<file path="config.mk">
export PLATFORM = sky130hd
export DESIGN_NAME = rv_decode_exec
export DESIGN_NICKNAME = d
export VERILOG_FILES = /design/src/rtl/rv_pkg.sv /design/src/rtl/rv_alu.sv /design/src/rtl/rv_decode_exec.sv
export SDC_FILE = /design/constraint.sdc
export NUM_CORES = 1
export LEC_CHECK = 0
export CORE_UTILIZATION = 27
export DETAILED_ROUTE_END_ITERATION = 6
export MAX_ROUTING_LAYER = met4
export PLACE_DENSITY = 0.44
export SYNTH_ARGS = -nofsm -noshare
export SYNTH_HDL_FRONTEND = slang
export SYNTH_SLANG_ARGS = --single-unit
</file>
<file path="constraint.sdc">
create_clock -name clk -period 3.4 [get_ports clk]
set_input_delay 0.51 -clock clk [delete_from_list [all_inputs] [get_ports clk]]
set_output_delay 0.51 -clock clk [all_outputs]
set_load 0.1 [all_outputs]
</file>
<file path="src/rtl/rv_pkg.sv">
// rv_pkg: RV32I opcodes, control encodings and the funct3-to-ALU map shared by decode and ALU.
package rv_pkg;
  localparam logic [6:0] OP_LUI    = 7'b0110111;
  localparam logic [6:0] OP_AUIPC  = 7'b0010111;
  localparam logic [6:0] OP_JAL    = 7'b1101111;
  localparam logic [6:0] OP_JALR   = 7'b1100111;
  localparam logic [6:0] OP_BRANCH = 7'b1100011;
  localparam logic [6:0] OP_LOAD   = 7'b0000011;
  localparam logic [6:0] OP_STORE  = 7'b0100011;
  localparam logic [6:0] OP_IMM    = 7'b0010011;
  localparam logic [6:0] OP_OP     = 7'b0110011;
  typedef enum logic [3:0] {
    ALU_ADD, ALU_SUB, ALU_SLL, ALU_SLT, ALU_SLTU, ALU_XOR, ALU_SRL,
    ALU_SRA, ALU_OR, ALU_AND, ALU_EQ, ALU_NE, ALU_GE, ALU_GEU
  } alu_op_t;
  typedef enum logic [2:0] {RES_ALU, RES_IMM, RES_PC_IMM, RES_PC4, RES_MEM} result_src_t;
  typedef enum logic [1:0] {PC_PLUS4, PC_JAL, PC_JALR, PC_BRANCH} pc_src_t;
  typedef enum logic [2:0] {T_R, T_I, T_S, T_B, T_U, T_J} instr_type_t;
  function automatic alu_op_t arith_op(input logic [2:0] f3, input logic alt);
    case (f3)
      3'b000:  return alt ? ALU_SUB : ALU_ADD;
      3'b001:  return ALU_SLL;
      3'b010:  return ALU_SLT;
      3'b011:  return ALU_SLTU;
      3'b100:  return ALU_XOR;
      3'b101:  return alt ? ALU_SRA : ALU_SRL;
      3'b110:  return ALU_OR;
      default: return ALU_AND;
    endcase
  endfunction
  function automatic alu_op_t branch_op(input logic [2:0] f3);
    case (f3)
      3'b000:  return ALU_EQ;
      3'b001:  return ALU_NE;
      3'b100:  return ALU_SLT;
      3'b101:  return ALU_GE;
      3'b110:  return ALU_SLTU;
      3'b111:  return ALU_GEU;
      default: return ALU_ADD;
    endcase
  endfunction
endpackage

</file>
<file path="src/rtl/rv_alu.sv">
// rv_alu: combinational RV32I ALU; compares return 1/0, shifts use in2[4:0].
module rv_alu
  import rv_pkg::*;
#(
  parameter int XLEN = 32
) (
  input  alu_op_t         op,
  input  logic [XLEN-1:0] in1,
  input  logic [XLEN-1:0] in2,
  output logic [XLEN-1:0] result
);
  logic [4:0] sh;
  logic lt, ltu;
  assign sh  = in2[4:0];
  assign lt  = $signed(in1) < $signed(in2);
  assign ltu = in1 < in2;
  always_comb begin
    result = '0;
    case (op)
      ALU_ADD:  result = in1 + in2;
      ALU_SUB:  result = in1 - in2;
      ALU_SLL:  result = in1 << sh;
      ALU_SLT:  result = {{(XLEN-1){1'b0}}, lt};
      ALU_SLTU: result = {{(XLEN-1){1'b0}}, ltu};
      ALU_XOR:  result = in1 ^ in2;
      ALU_SRL:  result = in1 >> sh;
      ALU_SRA:  result = $unsigned($signed(in1) >>> sh);
      ALU_OR:   result = in1 | in2;
      ALU_AND:  result = in1 & in2;
      ALU_EQ:   result = {{(XLEN-1){1'b0}}, in1 == in2};
      ALU_NE:   result = {{(XLEN-1){1'b0}}, in1 != in2};
      ALU_GE:   result = {{(XLEN-1){1'b0}}, !lt};
      ALU_GEU:  result = {{(XLEN-1){1'b0}}, !ltu};
      default:  result = '0;
    endcase
  end
endmodule

</file>
<file path="src/rtl/rv_decode_exec.sv">
// rv_decode_exec: RV32I decode, immediate build and ALU, registered once (1-cycle latency).
module rv_decode_exec
  import rv_pkg::*;
#(
  parameter int XLEN = 32
) (
  input  logic            clk,
  input  logic            rst,
  input  logic            in_valid,
  input  logic [31:0]     instr,
  input  logic [XLEN-1:0] pc,
  input  logic [XLEN-1:0] rs1,
  input  logic [XLEN-1:0] rs2,
  output logic            out_valid,
  output logic [1:0]      pc_src,
  output logic [2:0]      result_src,
  output logic [3:0]      alu_control,
  output logic            alu_src,
  output logic [2:0]      instruction_type,
  output logic [XLEN-1:0] imm_ext,
  output logic [XLEN-1:0] alu_result,
  output logic            illegal
);
  logic [6:0] opcode;
  logic [2:0] f3;
  pc_src_t pc_src_d;
  result_src_t res_d;
  alu_op_t alu_d;
  instr_type_t type_d;
  logic alu_src_d, illegal_d;
  logic [31:0] imm_d;
  logic [XLEN-1:0] alu_y;
  assign opcode = instr[6:0];
  assign f3     = instr[14:12];
  always_comb begin
    pc_src_d  = PC_PLUS4;
    res_d     = RES_ALU;
    alu_d     = ALU_ADD;
    type_d    = T_R;
    alu_src_d = 1'b0;
    illegal_d = 1'b0;
    case (opcode)
      OP_OP:     alu_d = arith_op(f3, instr[30]);
      OP_IMM: begin
        type_d    = T_I;
        alu_src_d = 1'b1;
        alu_d     = arith_op(f3, instr[30] && f3 == 3'b101);
      end
      OP_LOAD: begin
        type_d    = T_I;
        alu_src_d = 1'b1;
        res_d     = RES_MEM;
      end
      OP_STORE: begin
        type_d    = T_S;
        alu_src_d = 1'b1;
      end
      OP_BRANCH: begin
        type_d    = T_B;
        pc_src_d  = PC_BRANCH;
        alu_d     = branch_op(f3);
        illegal_d = f3[2:1] == 2'b01;
      end
      OP_LUI: begin
        type_d    = T_U;
        alu_src_d = 1'b1;
        res_d     = RES_IMM;
      end
      OP_AUIPC: begin
        type_d    = T_U;
        alu_src_d = 1'b1;
        res_d     = RES_PC_IMM;
      end
      OP_JAL: begin
        type_d    = T_J;
        alu_src_d = 1'b1;
        pc_src_d  = PC_JAL;
        res_d     = RES_PC4;
      end
      OP_JALR: begin
        type_d    = T_I;
        alu_src_d = 1'b1;
        pc_src_d  = PC_JALR;
        res_d     = RES_PC4;
      end
      default:   illegal_d = 1'b1;
    endcase
  end
  // R-type and unknown opcodes both land on T_R, whose immediate is zero.
  always_comb begin
    imm_d = '0;
    case (type_d)
      T_I:     imm_d = {{20{instr[31]}}, instr[31:20]};
      T_S:     imm_d = {{20{instr[31]}}, instr[31:25], instr[11:7]};
      T_B:     imm_d = {{19{instr[31]}}, instr[31], instr[7], instr[30:25], instr[11:8], 1'b0};
      T_U:     imm_d = {instr[31:12], 12'b0};
      T_J:     imm_d = {{11{instr[31]}}, instr[31], instr[19:12], instr[20], instr[30:21], 1'b0};
      default: imm_d = '0;
    endcase
  end
  rv_alu #(.XLEN(XLEN)) u_alu (
    .op     (alu_d),
    .in1    (rs1),
    .in2    (alu_src_d ? imm_d : rs2),
    .result (alu_y)
  );
  always_ff @(posedge clk or posedge rst) begin
    if (rst) begin
      out_valid        <= 1'b0;
      pc_src           <= '0;
      result_src       <= '0;
      alu_control      <= '0;
      alu_src          <= 1'b0;
      instruction_type <= '0;
      imm_ext          <= '0;
      alu_result       <= '0;
      illegal          <= 1'b0;
    end else begin
      out_valid <= in_valid;
      if (in_valid) begin
        pc_src           <= pc_src_d;
        result_src       <= res_d;
        alu_control      <= alu_d;
        alu_src          <= alu_src_d;
        instruction_type <= type_d;
        imm_ext          <= imm_d;
        alu_result       <= alu_y;
        illegal          <= illegal_d;
      end
    end
  end
  logic unused_pc;
  assign unused_pc = ^pc;
endmodule

</file>
==> metrics.txt, run 1 <==
Syn Nets=2094; vias=19000; I/O Pins=210; gr ovfl total=0; min Tclk post-route=4.31 ns; Worst setup EP type=flip-flop; area of the multi-input gates=12000 um2; Setup WS post-layout=-0.905 ns; most common cell after layout, fill and taps aside=buf_4; DR iter-0 viols=1909; clock root buffer=clkbuf_16; largest net degree at the start of global routing=91; GRT Resource Usage Total=0.378; status=complete, but fails checks; PwrDens=297 nW/um2; met2 Track Usage GR=0.592; FF+latch area=1980 um2; Arrival @ worst endpoint=4.60 ns; worst-path maximum fanout=4; FFs w/ async S/R, synth=1.00; first-pass GRT wire length=127000 um; vias in the first global route=18400; most used routing layer=met2; Starting Density=0.275; Max VDD drop=230 uV; H-Tree Depth=3; dpl hpwl=72100 um; Die W=220 um; worst slew pin tran=1.03 ns; fill count=4635; Synth area leaders=dfrtp_1 15%, ha_1 10%, mux2i_1 7.6%; die area=48400 um2; Worst-Skew Late Latency=0.40 ns; Yosys reg bits=79; GR Util met3=0.0588; Synth cell types=89; final hold violation count=0; initial antenna violation count=3; Power, Total=7.10 mW; critical path class=in2reg; residual DRC count=6; Setup Viol. Count Final=32; Synth Flop Type=dfrtp_1; Antenna Nets Post-Route=0; cells after synthesis=1857; Critical Path RT=3.69 ns; Worst-path clk slew=0.07 ns; max-cap viol count=0; Hold Path Class=reg2reg; Area growth syn-to-layout=86.2%; IO buf count=177; Die Span Y=220 um; failing checks=DRC, setup timing; Synth area leader=dfrtp_1; RSZ-0062 raised after global routing=true; Slew Viols, Final=0; wire length per cell=27.1 um; synthesized cell area=12800 um2; clk_skew=0 ns; Pleak=10.7 nW; clock net sink count=79; Std-Cell Rows=79; Tcrit/Tclk final=1.27; RePlAce Congestion=1.03; CTS Buf Count=9; total core area=46800 um2; max frequency=232 MHz; Avg Cell Area, Syn=6.91 um2; Worst slew margin=0.314; Post-synth EDFFs=0; CTS tree=yes; commonest non-fill, non-tap cells in the layout=756 x buf_4, 203 x nor2_1, 195 x nand2_1, 149 x a21oi_1, 138 x clkdlybuf4s50_1; drt first pass iters=7; sequential area share after synthesis=0.154; Yosys warning count=0; GRT met1 Usage=0.487; worst hold slack=0.500 ns; layout cells sized above 1=0.433; Synth top area share=0.154; via density per instance=5.70; Post-Route WL=90600 um; Nets=2963; CTS max path bufs=2; CP Launch Type=primary input
-- layer usage --
| layer | part of all wire | vias to the layer above | wire length, um |
|---|---|---|---|
| met2 | 0.45 | 941 | 40700 |
| met5 | 0 | - | 0 |
| li1 | - | 8609 | - |
| met3 | 0.073 | 205 | 6650 |
| met4 | 0.046 | 0 | 4130 |
| met1 | 0.43 | 9288 | 39100 |
-- worst paths after layout --
kind	startpoint	end	slack, ns	cells after the start
worst min register to register	imm_ext[9]	imm_ext[9]	0.50	2
worst max-delay path	instr[3]	alu_result[0]	-0.91	23
worst min-delay path	imm_ext[9]	imm_ext[9]	0.50	2
min in group asynchronous	rst	alu_result[14]	0.55	2
worst max register to register	alu_result[11]	alu_result[11]	2.35	4
max in group asynchronous	rst	imm_ext[18]	2.14	3
-- cell type report --
class,instances,share of cell area
multi-input combinational,1544,0.503
clock buffer,9,0.00942
inverter,98,0.0160
antenna,3,0.000314
clock inverter,7,0.00335
sequential,79,0.0827
tap,607,0.0318
timing repair buffer,994,0.354
-- timing repair --
action                     CTS  global route
gates resized for setup    356           113
cloned                       4             2
setup buffers               63            48
pin swaps                  131            84
hold buffers                 0             0
setup endpoints to repair   32            32
-- where the power goes --
group	internal (mW)	total, mW	leakage, nW	switching, mW
Combinational	1.92	4.83	9.61	2.91
Clock	0.578	1.13	0.148	0.556
Sequential	1.05	1.14	0.956	0.0868
-- worst max-delay path, stage by stage --
cell       delay [ns]
buf_8            0.10
buf_6            0.11
or3b_4           0.37
or2_4            0.28
buf_6            0.12
o211a_4          0.16
nor3_4           0.27
inv_4            0.06
buf_6            0.12
ha_4             0.15
fa_2             0.35
o21ba_4          0.22
nor2b_4          0.11
o211ai_1         0.12
buf_4            0.16
a21oi_4          0.18
buf_6            0.13
nor2_4           0.05
o21bai_4         0.20
a41oi_4          0.17
nand4_1          0.14
o2111ai_2        0.13
o32a_1           0.37
-- cell usage after synthesis, drive strengths merged, types with 37 or more instances --
master and n:
o21ai 149, o211ai 39, ha 104, nand2 202, a21oi 193, mux2i 97
clkbuf 92, buf 45, dfrtp 79, nor3 37, inv 96, nor2 217
-- cell families (layout without fill, tap and decap cells) --
group	after synthesis	count (layout)	synth area share
multiplexers	114	114	0.0914
buffers and inverters	235	1108	0.0730
AO/OA/AOI/OAI	680	681	0.342
flip-flops	79	79	0.154
XOR/XNOR	23	23	0.0157
other	0	3	0
AND/OR/NAND/NOR	620	620	0.219
adder cells (fa/ha/maj)	106	106	0.104
-- metrics by stage --
step | worst slack (ns) | std cells | cell area [um2] | utilization | setup TNS [ns]
after global placement | -2.45 | 3222 | 20700 | 0.443 | -55.68
final | -0.905 | 3341 | 23900 | 0.511 | -19.00
after detailed placement | -2.40 | 3222 | 20700 | 0.443 | -57.79
after CTS | -0.882 | 3294 | 23000 | 0.492 | -17.66
after global routing | -1.03 | 3341 | 23900 | 0.511 | -22.29
after floorplan | -1.16 | 1857 | 13400 | - | -22.52
-- registers in the layout, summed over array words and instances (netlist names) --
register	count
alu_control	4
alu_result	32
alu_src	1
illegal	1
imm_ext	32
instruction_type	3
out_valid	1
pc_src	2
result_src	3
Power figures use the tool's default switching activity.
==> inputs of run 2 (changes only) <==
Settings changed: HOLD_SLACK_MARGIN set to 0.15.
==> results of run 2 <==
The final DEF is identical to that of run 1; final timing and power are the same.
==> inputs of run 3 (changes only) <==
Settings changed: ABC_AREA set to 0.
==> results of run 3 <==
The final DEF is identical to that of run 1; final timing and power are the same.
